$ cat src/rtl/iomem_arbiter_if.sv
// ---------------------------------------------------------------------------
// iomem_arbiter_if
// Bundles the two bus-master request/response channels and the single I/O
// memory data port that the iomem_arbiter shares between them.
//
// Signals (N = 0, 1):
//   mN_req, mN_we, mN_lock   master -> arbiter  request, 1=write, keep ownership
//   mN_addr, mN_wdata        master -> arbiter  byte address, write data
//   mN_gnt                   arbiter -> master  transfer issued this cycle
//   mN_rvalid, mN_rdata      arbiter -> master  read-return pulse and data
//   mem_we, mem_addr,
//   mem_wdata                arbiter -> memory  write_enable/address/data_input
//   mem_rdata                memory -> arbiter  data_output
//
// Modports:
//   slave  - the arbiter's view
//   master - the environment's view (masters plus memory), used by benches
// ---------------------------------------------------------------------------
interface iomem_arbiter_if;
    logic        m0_req;
    logic        m0_we;
    logic        m0_lock;
    logic [31:0] m0_addr;
    logic [31:0] m0_wdata;
    logic        m0_gnt;
    logic        m0_rvalid;
    logic [31:0] m0_rdata;

    logic        m1_req;
    logic        m1_we;
    logic        m1_lock;
    logic [31:0] m1_addr;
    logic [31:0] m1_wdata;
    logic        m1_gnt;
    logic        m1_rvalid;
    logic [31:0] m1_rdata;

    logic        mem_we;
    logic [31:0] mem_addr;
    logic [31:0] mem_wdata;
    logic [31:0] mem_rdata;

    modport slave (
        input  m0_req, m0_we, m0_lock, m0_addr, m0_wdata,
        output m0_gnt, m0_rvalid, m0_rdata,
        input  m1_req, m1_we, m1_lock, m1_addr, m1_wdata,
        output m1_gnt, m1_rvalid, m1_rdata,
        output mem_we, mem_addr, mem_wdata,
        input  mem_rdata
    );

    modport master (
        output m0_req, m0_we, m0_lock, m0_addr, m0_wdata,
        input  m0_gnt, m0_rvalid, m0_rdata,
        output m1_req, m1_we, m1_lock, m1_addr, m1_wdata,
        input  m1_gnt, m1_rvalid, m1_rdata,
        input  mem_we, mem_addr, mem_wdata,
        output mem_rdata
    );
endinterface

$ cat src/rtl/iomem_arbiter.sv
// ---------------------------------------------------------------------------
// iomem_arbiter
// Shares the single data port of the I/O memory subsystem between master 0
// (ARM data port) and master 1 (sprite/blitter). One single-beat transfer is
// issued per cycle, arbitrated round-robin, with an optional lock that lets
// one master keep the port for a read-modify-write sequence (bounded by
// MAX_LOCK grants). Read data is steered back to the issuing master RD_LAT
// cycles after its grant.
//
// Parameters:
//   RD_LAT   (1..4)   memory read latency, address cycle to mem_rdata valid
//   MAX_LOCK (1..255) maximum consecutive locked grants for one owner
//
// Ports:
//   clk  system clock, rising edge
//   rst  synchronous active-high reset
//   bus  iomem_arbiter_if.slave: both master channels and the memory port
// ---------------------------------------------------------------------------
module iomem_arbiter #(
    parameter int RD_LAT   = 1,
    parameter int MAX_LOCK = 16
) (
    input  logic           clk,
    input  logic           rst,
    iomem_arbiter_if.slave bus
);

    typedef enum logic [1:0] {
        OWN_NONE = 2'd0,
        OWN_M0   = 2'd1,
        OWN_M1   = 2'd2
    } own_state_e;

    localparam logic [7:0] MAX_LOCK_CNT = 8'(MAX_LOCK);

    own_state_e        own_q, own_d;
    logic              last_q, last_d;
    logic [7:0]        lock_cnt_q, lock_cnt_d;
    logic              ready_q, ready_d;
    logic [RD_LAT-1:0] rd_valid_q, rd_valid_d;
    logic [RD_LAT-1:0] rd_id_q, rd_id_d;

    logic              issue_en;
    logic              req0;
    logic              req1;
    logic              gnt0;
    logic              gnt1;
    logic              gnt_any;
    logic              sel_we;
    logic              sel_lock;
    logic [7:0]        lock_cnt_inc;
    logic              out_valid;
    logic              rvalid0;
    logic              rvalid1;

    // Grant decision. Nothing is issued during reset or in the first cycle
    // after it (ready_q is still low). An owner excludes the other master
    // even while the owner itself is idle; otherwise a lone requester wins
    // and a tie goes to the master that was not granted last.
    always_comb begin
        gnt0     = 1'b0;
        gnt1     = 1'b0;
        issue_en = ready_q && !rst;
        req0     = bus.m0_req && issue_en;
        req1     = bus.m1_req && issue_en;
        case (own_q)
            OWN_M0: gnt0 = req0;
            OWN_M1: gnt1 = req1;
            default: begin
                if (req0 && req1) begin
                    gnt0 = last_q;
                    gnt1 = !last_q;
                end else begin
                    gnt0 = req0;
                    gnt1 = req1;
                end
            end
        endcase
    end

    // The winner's fields drive the memory port; with no grant the port is
    // held at zero so a write can never leak out.
    assign gnt_any       = gnt0 || gnt1;
    assign sel_we        = gnt1 ? bus.m1_we   : bus.m0_we;
    assign sel_lock      = gnt1 ? bus.m1_lock : bus.m0_lock;
    assign bus.m0_gnt    = gnt0;
    assign bus.m1_gnt    = gnt1;
    assign bus.mem_we    = gnt_any && sel_we;
    assign bus.mem_addr  = gnt1 ? bus.m1_addr  : (gnt0 ? bus.m0_addr  : 32'd0);
    assign bus.mem_wdata = gnt1 ? bus.m1_wdata : (gnt0 ? bus.m0_wdata : 32'd0);

    // Ownership, round-robin history and read-return tracking. A locked
    // grant extends ownership until the count reaches MAX_LOCK, at which
    // point ownership drops at that same edge and last_q hands the next tie
    // to the other master. An owner that neither requests nor holds lock
    // gives up ownership, but the waiting master only sees that next cycle.
    always_comb begin
        last_d       = last_q;
        own_d        = own_q;
        lock_cnt_d   = lock_cnt_q;
        ready_d      = 1'b1;
        rd_valid_d   = '0;
        rd_id_d      = '0;
        lock_cnt_inc = lock_cnt_q + 8'd1;

        if (gnt_any) begin
            last_d = gnt1;
            if (sel_lock && (lock_cnt_inc < MAX_LOCK_CNT)) begin
                own_d      = gnt1 ? OWN_M1 : OWN_M0;
                lock_cnt_d = lock_cnt_inc;
            end else begin
                own_d      = OWN_NONE;
                lock_cnt_d = 8'd0;
            end
        end else if (((own_q == OWN_M0) && !bus.m0_req && !bus.m0_lock) ||
                     ((own_q == OWN_M1) && !bus.m1_req && !bus.m1_lock)) begin
            own_d      = OWN_NONE;
            lock_cnt_d = 8'd0;
        end

        rd_valid_d[0] = gnt_any && !sel_we;
        rd_id_d[0]    = gnt1;
        for (int i = 1; i < RD_LAT; i++) begin
            rd_valid_d[i] = rd_valid_q[i-1];
            rd_id_d[i]    = rd_id_q[i-1];
        end
    end

    // State register. Reset discards any lock and all reads in flight, and
    // primes last_q so master 0 wins the first tie.
    always_ff @(posedge clk) begin
        if (rst) begin
            last_q     <= 1'b1;
            own_q      <= OWN_NONE;
            lock_cnt_q <= 8'd0;
            ready_q    <= 1'b0;
            rd_valid_q <= '0;
            rd_id_q    <= '0;
        end else begin
            last_q     <= last_d;
            own_q      <= own_d;
            lock_cnt_q <= lock_cnt_d;
            ready_q    <= ready_d;
            rd_valid_q <= rd_valid_d;
            rd_id_q    <= rd_id_d;
        end
    end

    // Last pipeline stage lines up with mem_rdata; it is forced quiet while
    // reset is asserted so reads issued before reset never return.
    assign out_valid     = rd_valid_q[RD_LAT-1] && !rst;
    assign rvalid0       = out_valid && !rd_id_q[RD_LAT-1];
    assign rvalid1       = out_valid &&  rd_id_q[RD_LAT-1];
    assign bus.m0_rvalid = rvalid0;
    assign bus.m1_rvalid = rvalid1;
    assign bus.m0_rdata  = rvalid0 ? bus.mem_rdata : 32'd0;
    assign bus.m1_rdata  = rvalid1 ? bus.mem_rdata : 32'd0;

endmodule

$ cat src/flat_wrapper.sv
// flat-port wrapper written by rule: the top's interface ports become plain ports
module iomem_arbiter_flat 
#(
    parameter int RD_LAT   = 1,
    parameter int MAX_LOCK = 16
)
  (clk, rst, bus_m0_req, bus_m0_we, bus_m0_lock, bus_m0_addr, bus_m0_wdata, bus_m0_gnt, bus_m0_rvalid, bus_m0_rdata, bus_m1_req, bus_m1_we, bus_m1_lock, bus_m1_addr, bus_m1_wdata, bus_m1_gnt, bus_m1_rvalid, bus_m1_rdata, bus_mem_we, bus_mem_addr, bus_mem_wdata, bus_mem_rdata);
  iomem_arbiter_if bus_i ();
  input  logic clk;
  input  logic rst;
  input wire logic [$bits(bus_i.m0_req)-1:0] bus_m0_req;
  input wire logic [$bits(bus_i.m0_we)-1:0] bus_m0_we;
  input wire logic [$bits(bus_i.m0_lock)-1:0] bus_m0_lock;
  input wire logic [$bits(bus_i.m0_addr)-1:0] bus_m0_addr;
  input wire logic [$bits(bus_i.m0_wdata)-1:0] bus_m0_wdata;
  output wire logic [$bits(bus_i.m0_gnt)-1:0] bus_m0_gnt;
  output wire logic [$bits(bus_i.m0_rvalid)-1:0] bus_m0_rvalid;
  output wire logic [$bits(bus_i.m0_rdata)-1:0] bus_m0_rdata;
  input wire logic [$bits(bus_i.m1_req)-1:0] bus_m1_req;
  input wire logic [$bits(bus_i.m1_we)-1:0] bus_m1_we;
  input wire logic [$bits(bus_i.m1_lock)-1:0] bus_m1_lock;
  input wire logic [$bits(bus_i.m1_addr)-1:0] bus_m1_addr;
  input wire logic [$bits(bus_i.m1_wdata)-1:0] bus_m1_wdata;
  output wire logic [$bits(bus_i.m1_gnt)-1:0] bus_m1_gnt;
  output wire logic [$bits(bus_i.m1_rvalid)-1:0] bus_m1_rvalid;
  output wire logic [$bits(bus_i.m1_rdata)-1:0] bus_m1_rdata;
  output wire logic [$bits(bus_i.mem_we)-1:0] bus_mem_we;
  output wire logic [$bits(bus_i.mem_addr)-1:0] bus_mem_addr;
  output wire logic [$bits(bus_i.mem_wdata)-1:0] bus_mem_wdata;
  input wire logic [$bits(bus_i.mem_rdata)-1:0] bus_mem_rdata;
  assign bus_i.m0_req = bus_m0_req;
  assign bus_i.m0_we = bus_m0_we;
  assign bus_i.m0_lock = bus_m0_lock;
  assign bus_i.m0_addr = bus_m0_addr;
  assign bus_i.m0_wdata = bus_m0_wdata;
  assign bus_m0_gnt = bus_i.m0_gnt;
  assign bus_m0_rvalid = bus_i.m0_rvalid;
  assign bus_m0_rdata = bus_i.m0_rdata;
  assign bus_i.m1_req = bus_m1_req;
  assign bus_i.m1_we = bus_m1_we;
  assign bus_i.m1_lock = bus_m1_lock;
  assign bus_i.m1_addr = bus_m1_addr;
  assign bus_i.m1_wdata = bus_m1_wdata;
  assign bus_m1_gnt = bus_i.m1_gnt;
  assign bus_m1_rvalid = bus_i.m1_rvalid;
  assign bus_m1_rdata = bus_i.m1_rdata;
  assign bus_mem_we = bus_i.mem_we;
  assign bus_mem_addr = bus_i.mem_addr;
  assign bus_mem_wdata = bus_i.mem_wdata;
  assign bus_i.mem_rdata = bus_mem_rdata;
  iomem_arbiter #(.RD_LAT(RD_LAT), .MAX_LOCK(MAX_LOCK)) u_core (.clk(clk), .rst(rst), .bus(bus_i));
endmodule
$ cat config.mk
export PLATFORM = sky130hd
export DESIGN_NAME = iomem_arbiter_flat
export DESIGN_NICKNAME = d
export VERILOG_FILES = /design/src/rtl/iomem_arbiter_if.sv /design/src/rtl/iomem_arbiter.sv /design/src/flat_wrapper.sv
export SDC_FILE = /design/constraint.sdc
export NUM_CORES = 1
export LEC_CHECK = 0
export CAP_MARGIN = 10
export CELL_PAD_IN_SITES_DETAIL_PLACEMENT = 1
export CELL_PAD_IN_SITES_GLOBAL_PLACEMENT = 1
export CORE_MARGIN = 2
export CORE_UTILIZATION = 13
export CTS_BUF_LIST = sky130_fd_sc_hd__clkbuf_4
export DETAILED_ROUTE_END_ITERATION = 8
export PLACE_DENSITY = 0.81
export SYNTH_ARGS = -nofsm -noshare
export SYNTH_HDL_FRONTEND = slang
export SYNTH_SLANG_ARGS = --single-unit
export TNS_END_PERCENT = 50
$ cat constraint.sdc
create_clock -name clk -period 2.7 [get_ports clk]
set_input_delay 0.27 -clock clk [delete_from_list [all_inputs] [get_ports clk]]
set_output_delay 0.27 -clock clk [all_outputs]
set_load 0.01 [all_outputs]
======== Yosys cells after proc, flatten, opt, wreduce, memory -nomap -nowiden ========
Cells that the tools add are included.
storage, ports and cells
  flip-flop bits (word level) ............. 14
  output and inout bits ................... 133
  word-level logic and storage cells ...... 55
operators by class
  $add $sub $neg .......................... 1
  magnitude comparators ................... 1
  equality and inequality tests ........... 2
  muxes and demuxes ....................... 20
  reductions and logical operators ........ 25
operators with widths
  cell                                                                    number
  32-bit 2-to-1 mux                                                       6
  8-bit 2-to-1 mux                                                        3
  1-bit logical AND                                                       14
  8-bit by 1-bit adder with 8-bit output (second input constant)          1
  1-bit zero test                                                         8
  8-bit by 5-bit < comparator with 1-bit output (second input constant)   1
  2-bit 2-to-1 mux                                                        4
  1-bit 2-to-1 mux                                                        5
  1-bit case mux with 2 select lines                                      2
  2-bit by 1-bit equality test with 1-bit output (second input constant)  1
  2-bit equality test (second input constant)                             1
  1-bit logical OR                                                        2
  2-bit nonzero test                                                      1

======== Longest topological paths before layout ========
Gate-level depths: netlist of run 1.
  depth after elaboration ................. 10
  depth in mapped cells ................... 9
  gate-level depth less buffers ........... 7

======== Worst setup path after synthesis of run 1 ========
No wires, ideal clock.
  path type ............................... reg-to-output
  start point ............................. register u_core.own_q[0]
  end point ............................... output port bus_mem_addr[22]
  data arrival time ....................... 1.772 ns
  data required time ...................... 2.430 ns
  slack ................................... 0.658 ns
  stages on the path, launching flop included .. 9
  cells stage by stage .................... dfxtp_1 > inv_1 > ha_1 > and4bb_1 > o31ai_4 > and2_4 > buf_8 > buf_6 > a22o_1
between the ends
  longest elaborated chain between the ends .. 4
  elaborated cells between the ends (all ways) .. 6
ends and longest elaborated chain
  what                                                                                   line                  text
  from (decl)                                                                            iomem_arbiter.sv:36   own_state_e own_q, own_d;
  from (signal assigned)                                                                 iomem_arbiter.sv:141  own_q <= own_d;
  2-bit equality test or 2-bit by 1-bit equality test with 1-bit output (tied branches)  iomem_arbiter.sv:66   case (own_q)
  1-bit case mux with 2 select lines                                                     iomem_arbiter.sv:66
  32-bit 2-to-1 mux                                                                      iomem_arbiter.sv:89   assign bus.mem_addr = gnt1 ? bus.m1_addr : (gnt0 ? bus.m0_addr : 32'd0);
  32-bit 2-to-1 mux (*)                                                                  iomem_arbiter.sv:89
  to (decl)                                                                              flat_wrapper.sv:28    output wire logic [$bits(bus_i.mem_addr)-1:0] bus_mem_addr;
Every way passes the cells marked *; elsewhere a longest branch is shown, timed or not.

======== Worst setup path in the final report of run 1 ========
  start point ............................. register u_core.own_q[0]
  end point ............................... output port bus_mem_wdata[18]
between the ends
  longest elaborated chain between the ends .. 4
  elaborated cells between the ends (all ways) .. 6
ends and longest elaborated chain
  what                                                                                   line                 text
  2-bit equality test or 2-bit by 1-bit equality test with 1-bit output (tied branches)  iomem_arbiter.sv:66
  1-bit case mux with 2 select lines                                                     iomem_arbiter.sv:66
  32-bit 2-to-1 mux                                                                      iomem_arbiter.sv:90  assign bus.mem_wdata = gnt1 ? bus.m1_wdata : (gnt0 ? bus.m0_wdata : 32'd0);
  32-bit 2-to-1 mux (*)                                                                  iomem_arbiter.sv:90
  to (decl)                                                                              flat_wrapper.sv:29   output wire logic [$bits(bus_i.mem_wdata)-1:0] bus_mem_wdata;
Marked as above.

==> results of run 1 <==
synthesized netlist by cell type, types with 2 or more instances:
| cell | instances | area, um2 |
|---|---|---|
| and2_1 | 68 | 425 |
| a22o_1 | 66 | 578 |
| dfxtp_1 | 14 | 280 |
| clkbuf_1 | 9 | 33.8 |
| buf_2 | 7 | 35.0 |
| inv_1 | 5 | 18.8 |
| nand2_1 | 5 | 18.8 |
| nor2_1 | 5 | 18.8 |
| buf_6 | 4 | 45.0 |
| a32o_1 | 3 | 30.0 |
| ha_1 | 3 | 37.5 |
| o21ai_1 | 3 | 15.0 |
| and3_1 | 2 | 12.5 |
| and4bb_1 | 2 | 25.0 |
| nand3_1 | 2 | 10.0 |
| nand4_1 | 2 | 12.5 |
| nor3_1 | 2 | 10.0 |
| nor4bb_1 | 2 | 20.0 |
| o21ai_0 | 2 | 10.0 |
registers in the layout, summed over array words and instances, names as in the netlist:
signal	count
u_core.last_q	1
u_core.ready_q	1
u_core.rd_valid_q	1
u_core.rd_id_q	1
u_core.own_q	2
u_core.lock_cnt_q	8
final cells by class:
class	count	area, um2	area share, %
multi-input combinational	182	1420	27.1
sequential	14	283	5.40
clock buffer	3	22.5	0.430
tap	180	225	4.30
clock inverter	1	3.75	0.0717
timing repair buffer	328	3260	62.2
inverter	6	22.5	0.430
critical path: cells and delay by family, from the launching register on:
kind / cells / cell delay (ns)
AOI/OAI and AO/OA: 2 / 0.40
adders and majority gates: 1 / 0.23
buffers and inverters: 4 / 0.63
DFF: 1 / 0.35
and+or+nand+nor: 2 / 0.47
worst max-delay path by stage:
stage / end / slack [ns] / depth (start not counted)
floorplan: bus_mem_addr[22] / 0.66 / 8
global placement: bus_mem_addr[24] / -0.10 / 8
detailed placement: bus_mem_addr[24] / -0.15 / 8
CTS: bus_mem_wdata[22] / 0.00005 / 9
global route: bus_mem_wdata[13] / -0.04 / 9
finish: bus_mem_wdata[18] / 0.07 / 9
stage by stage:
step	instances	util [%]	power [mW]	worst slack (ns)	setup TNS (ns)
floorplan	223	-	0.370	0.658	0
global placement	705	37.7	0.793	-0.105	-0.619
detailed placement	705	37.7	0.803	-0.150	-2.80
CTS	714	38.2	0.916	0.0000506	0
global route	714	38.0	0.953	-0.0365	-0.124
finish	714	38.0	0.903	0.0670	0
per-layer routing:
| layer | up-vias | routed length [um] | track usage, % |
|---|---|---|---|
| met5 | - | 0 | 0 |
| met4 | 0 | 201 | 2.16 |
| met3 | 10 | 1030 | 2.65 |
| met2 | 150 | 7180 | 33.1 |
| met1 | 1425 | 4730 | 18.0 |
| li1 | 1457 | - | - |
power by group:
part / total, mW / internal [mW] / switching [mW]
Sequential: 0.218 / 0.213 / 0.00530
Clock: 0.122 / 0.0535 / 0.0685
Combinational: 0.563 / 0.373 / 0.191
Total: 0.903 / 0.639 / 0.264
timing repair:
item | CTS | global route
hold buffers | 0 | 0
pin swaps | 3 | 2
setup endpoints to repair | 66 | 62
setup buffers | 4 | 0
resized for setup | 104 | 23
gates cloned | 1 | 0
logic make-up (layout without fill, tap and decap cells):
family / count (synthesis) / count (layout) / share of synthesized area (%)
muxes: 1 / 1 / 0.550
adders and majority gates: 3 / 3 / 2.06
buffers and inverters: 27 / 338 / 8.32
xor gates and xnor gates: 2 / 2 / 0.963
AOI/OAI and AO/OA: 82 / 82 / 40.3
DFF: 14 / 14 / 15.4
and+or+nand+nor: 94 / 94 / 32.4
==> flow_summary.toml, run 1 <==
[worst_setup_path]
r2r_start = "u_core.own_q[1]"
cp.arrival_ns = 2.36
ff2ff_setup_slack_ns = 0.70
crit_fanout = 7
cp.required_ns = 2.43
crit_slowest_cell = "dfxtp_2"
rr_worst_depth = 8
startpoint = "u_core.own_q[0]"
worstSetupStartpointType = "flop"
cp_slowest_stage_delay_ns = 0.35
path_cells = "inv_2, ha_4, and4bb_1, o31ai_4, and2_4, buf_4, bufbuf_16, a22o_1, clkdlybuf4s15_2"
end_kind = "primary output"
rr_endpoint = "u_core.lock_cnt_q[3]"
critPathKind = "flop to primary output"

[min_path]
hold_class = "flop to flop"
whs_endpoint = "u_core.lock_cnt_q[0]"
min_path_cells = 2
hp-start = "u_core.lock_cnt_q[0]"

[die]
pin_count = 301
initial_core_util_pct = 13.2
rows = 43
die_w_um = 122
die_h_um = 122
dieArea_um2 = 15000
core_um2 = 13800

[clocking]
cts_buffers = 3
insertion_delay_ns = 0.27
numClockSinks = 14
clkTransAtPathRegs_ns = 0.09
cts-htree-levels = 1
clockBufferDepth = 2
cts_tree = "done"
cts-root-buf = "clkbuf_4"

[routing]
finalWirelength_um = 13100
drtIter0Drc = 95
ant_nets = 0
via_per_inst = 4.26
post-route-drc-count = 0
num_vias = 3042
wl_per_cell_um = 18.4
first_pass_iters = 4

[finish]
fill_cells = 1608
drive_gt1_share_pct = 11.2
antennaDiodeCount = 0
finalNetCount = 706
area_delta_synth_final_pct = 188
final_cell_mix = "clkdlybuf4s50_1 (235), and2_1 (68), a22o_1 (66), dlygate4sd2_1 (36), buf_4 (15)"
final_common_cell = "clkdlybuf4s50_1"
postLayoutCellArea_um2 = 5240

[run_status]
status = "completed"

[logic_synthesis]
synth_nets = 394
synth_edf_count = 0
ys_ff_latch = 14
synth_cell_type_count = 36
synth-warning-count = 0
yosysSeqAreaShare_pct = 15.4
syn_avg_cell_area_um2 = 8.16
ys.flop_type = "dfxtp_1"
netlist_instances = 223
async_flop_share_pct = 0
synth_area_um2 = 1820

[timing]
hold_viol = 0
min_period_ns = 2.63
setup_viol = 0
fin_skew_ns = 0.00249
worstMarginPinSlew_ns = 0.521
slew_headroom_pct = 65.3
rsz0062_at_grt = "true"
finalHoldWorstSlack_ns = 0.496
final_max_slew_viol_count = 0
fmax_mhz = 380
finalCritPeriodShare_pct = 97.5

[power]
max-vdd-ir-drop_uv = 174
p_leak_nw = 2.22
power_density_nw_per_um2 = 173

[global_routing]
grt_pass1_wl_um = 19000
grt_pass1_vias = 3275
antenna_found_initial = 0
track_usage_pct = 16.4
gr-total-overflow = 0
grt_max_degree = 34

[place]
dp_hpwl_um = 11400
gp_congestion = 0.881
place_area_um2 = 5190
portBuffers = 300

[job]
cap_violations = 0
Note: power is estimated with default switching activity, not from simulation.
==> run 2: changes to the inputs <==
- CTS_CLUSTER_SIZE: default -> 20
- clock period: 2.7 -> 2.9 ns (I/O delays scaled with it)
==> flow_summary.toml, run 2 (synthesis results as in run 1) <==
[run_status]
status = "completed"

[place]
portBuffers = 300
gp_congestion = 0.882
place_ws_ns = 0.0300
dp_hpwl_um = 11300

[timing]
rsz0062_at_grt = "true"
final_max_slew_viol_count = 0
fmax_mhz = 353
worstMarginPinSlew_ns = 0.540
fin_skew_ns = 0.00796
min_period_ns = 2.84
slew_headroom_pct = 64.0
setup_viol = 0
setup_slack_ns = 0.0641
finalHoldWorstSlack_ns = 0.506
finalCritPeriodShare_pct = 97.8
hold_viol = 0

[worst_setup_path]
worstSetupStartpointType = "flop"
cpLargestDelayFamily = "buffers and inverters"
crit_buf_inv = 3
cp.required_ns = 2.61
crit_slowest_cell = "clkdlybuf4s50_1"
critPathKind = "flop to primary output"
crit_fanout = 11
cp_slowest_stage_delay_ns = 0.53
cp.arrival_ns = 2.55
end_kind = "primary output"
path_cells = "inv_1, ha_4, and4bb_1, o31ai_4, and2_4, buf_6, a22o_1, clkdlybuf4s50_1"

[routing]
num_vias = 3039
wl_per_cell_um = 19.1
drtIter0Drc = 98
post-route-drc-count = 0
first_pass_iters = 4
via_per_inst = 4.29
ant_nets = 0
finalWirelength_um = 13600

[die]
core_um2 = 13800
initial_core_util_pct = 13.2
die_h_um = 122
dieArea_um2 = 15000
die_w_um = 122
rows = 43
pin_count = 301

[finish]
largest_reg_flops = 8
finalNetCount = 701
area_delta_synth_final_pct = 197
drive_gt1_share_pct = 6.62
reg_top3 = "u_core.lock_cnt_q (8), u_core.own_q (2)"
final_common_cell = "clkdlybuf4s50_1"
final_cell_mix = "clkdlybuf4s50_1 (237), and2_1 (68), a22o_1 (66), dlymetal6s2s_1 (56), dfxtp_1 (14)"
top_register = "u_core.lock_cnt_q"
antennaDiodeCount = 0
fill_cells = 1601

[job]
cap_violations = 0

[global_routing]
track_usage_pct = 16.2
grt_pass1_vias = 3225
globalRoute.busiestLayer = "met2"
grt_use_met3_pct = 2.60
grt_use_met2_pct = 32.6
gr-total-overflow = 0
grt_max_degree = 34
antenna_found_initial = 0
use_met1_pct = 17.9
grt_pass1_wl_um = 18800

[power]
p_leak_nw = 2.99
power_density_nw_per_um2 = 158
max-vdd-ir-drop_uv = 136

[clocking]
holdBufCountCts = 0
cts-htree-levels = 1
numClockSinks = 14
cts_tree = "done"
insertion_delay_ns = 0.27
clkTransAtPathRegs_ns = 0.09
cts_buffers = 3
cts-root-buf = "clkbuf_4"
clockBufferDepth = 2

[min_path]
hold_class = "flop to flop"
run 2: cell count changes in the layout (fill, tap and decap cells not counted), moves of 2 or more:
cell,before,now
dlymetal6s2s_1,0,56
dlygate4sd2_1,36,7
clkdlybuf4s15_2,5,0
buf_12,8,6
dfxtp_2,2,0
clkdlybuf4s50_1,235,237
clkdlybuf4s15_1,12,0
clkbuf_2,6,0
buf_2,6,0
dfxtp_1,12,14
buf_4,15,13
run 2: path summary, 6_finish.rpt:
check / from / to / slack [ns] / cells past startpoint
setup / recovery: u_core.own_q[0] / bus_mem_wdata[9] / 0.06 / 8
hold / removal: u_core.lock_cnt_q[5] / u_core.lock_cnt_q[5] / 0.51 / 1
setup reg to reg: u_core.own_q[0] / u_core.lock_cnt_q[3] / 0.80 / 8
hold reg to reg: u_core.lock_cnt_q[5] / u_core.lock_cnt_q[5] / 0.51 / 1
run 2: final cells by class:
| type | count | area, um2 | share of cell area [%] |
|---|---|---|---|
| Clock buffer | 3 | 22.5 | 0.417 |
| Inverter | 6 | 22.5 | 0.417 |
| Clock inverter | 1 | 3.75 | 0.0695 |
| Sequential cell | 14 | 280 | 5.19 |
| Tap cell | 180 | 225 | 4.17 |
| Timing Repair Buffer | 323 | 3430 | 63.4 |
| Multi-Input combinational cell | 182 | 1420 | 26.3 |
run 2: timing repair:
action,CTS,global route
setup buffers,1,1
pin swaps,2,2
gates cloned,1,1
gates resized for setup,9,58
setup endpoints to repair,60,58
run 2: metal layers:
layer | vias to the layer above | share of wire [%] | routed length, um
met5 | - | 0 | 0
met4 | 0 | 1.7 | 224
met3 | 14 | 7.8 | 1060
met2 | 150 | 54 | 7320
met1 | 1431 | 37 | 4970
li1 | 1444 | - | -
run 2: stage by stage:
step | setup TNS [ns] | cells | util [%] | total power [mW] | instance area (um2)
finish | 0 | 709 | 39.2 | 0.854 | 5400
CTS | -0.0808 | 707 | 37.9 | 0.867 | 5220
global route | -0.110 | 709 | 39.2 | 0.898 | 5400
detailed placement | 0 | 701 | 37.3 | 0.746 | 5140
floorplan | 0 | 223 | - | 0.345 | 1820
global placement | 0 | 701 | 37.3 | 0.737 | 5140
run 2: worst reg2reg max path: stages, from the launching register on:
cell and delay, ns:
dfxtp_1 0.35, inv_1 0.09, ha_4 0.27, o21ai_0 0.28
nor2_1 0.11, buf_4 0.17, a2111oi_4 0.55, nand2_1 0.12
o21ai_1 0.10
run 2: report_power, final:
group / internal, mW / leakage, nW / switching (mW)
registers: 0.198 / 0.114 / 0.00520
clock network: 0.0497 / 0.0154 / 0.0626
logic: 0.357 / 2.86 / 0.182
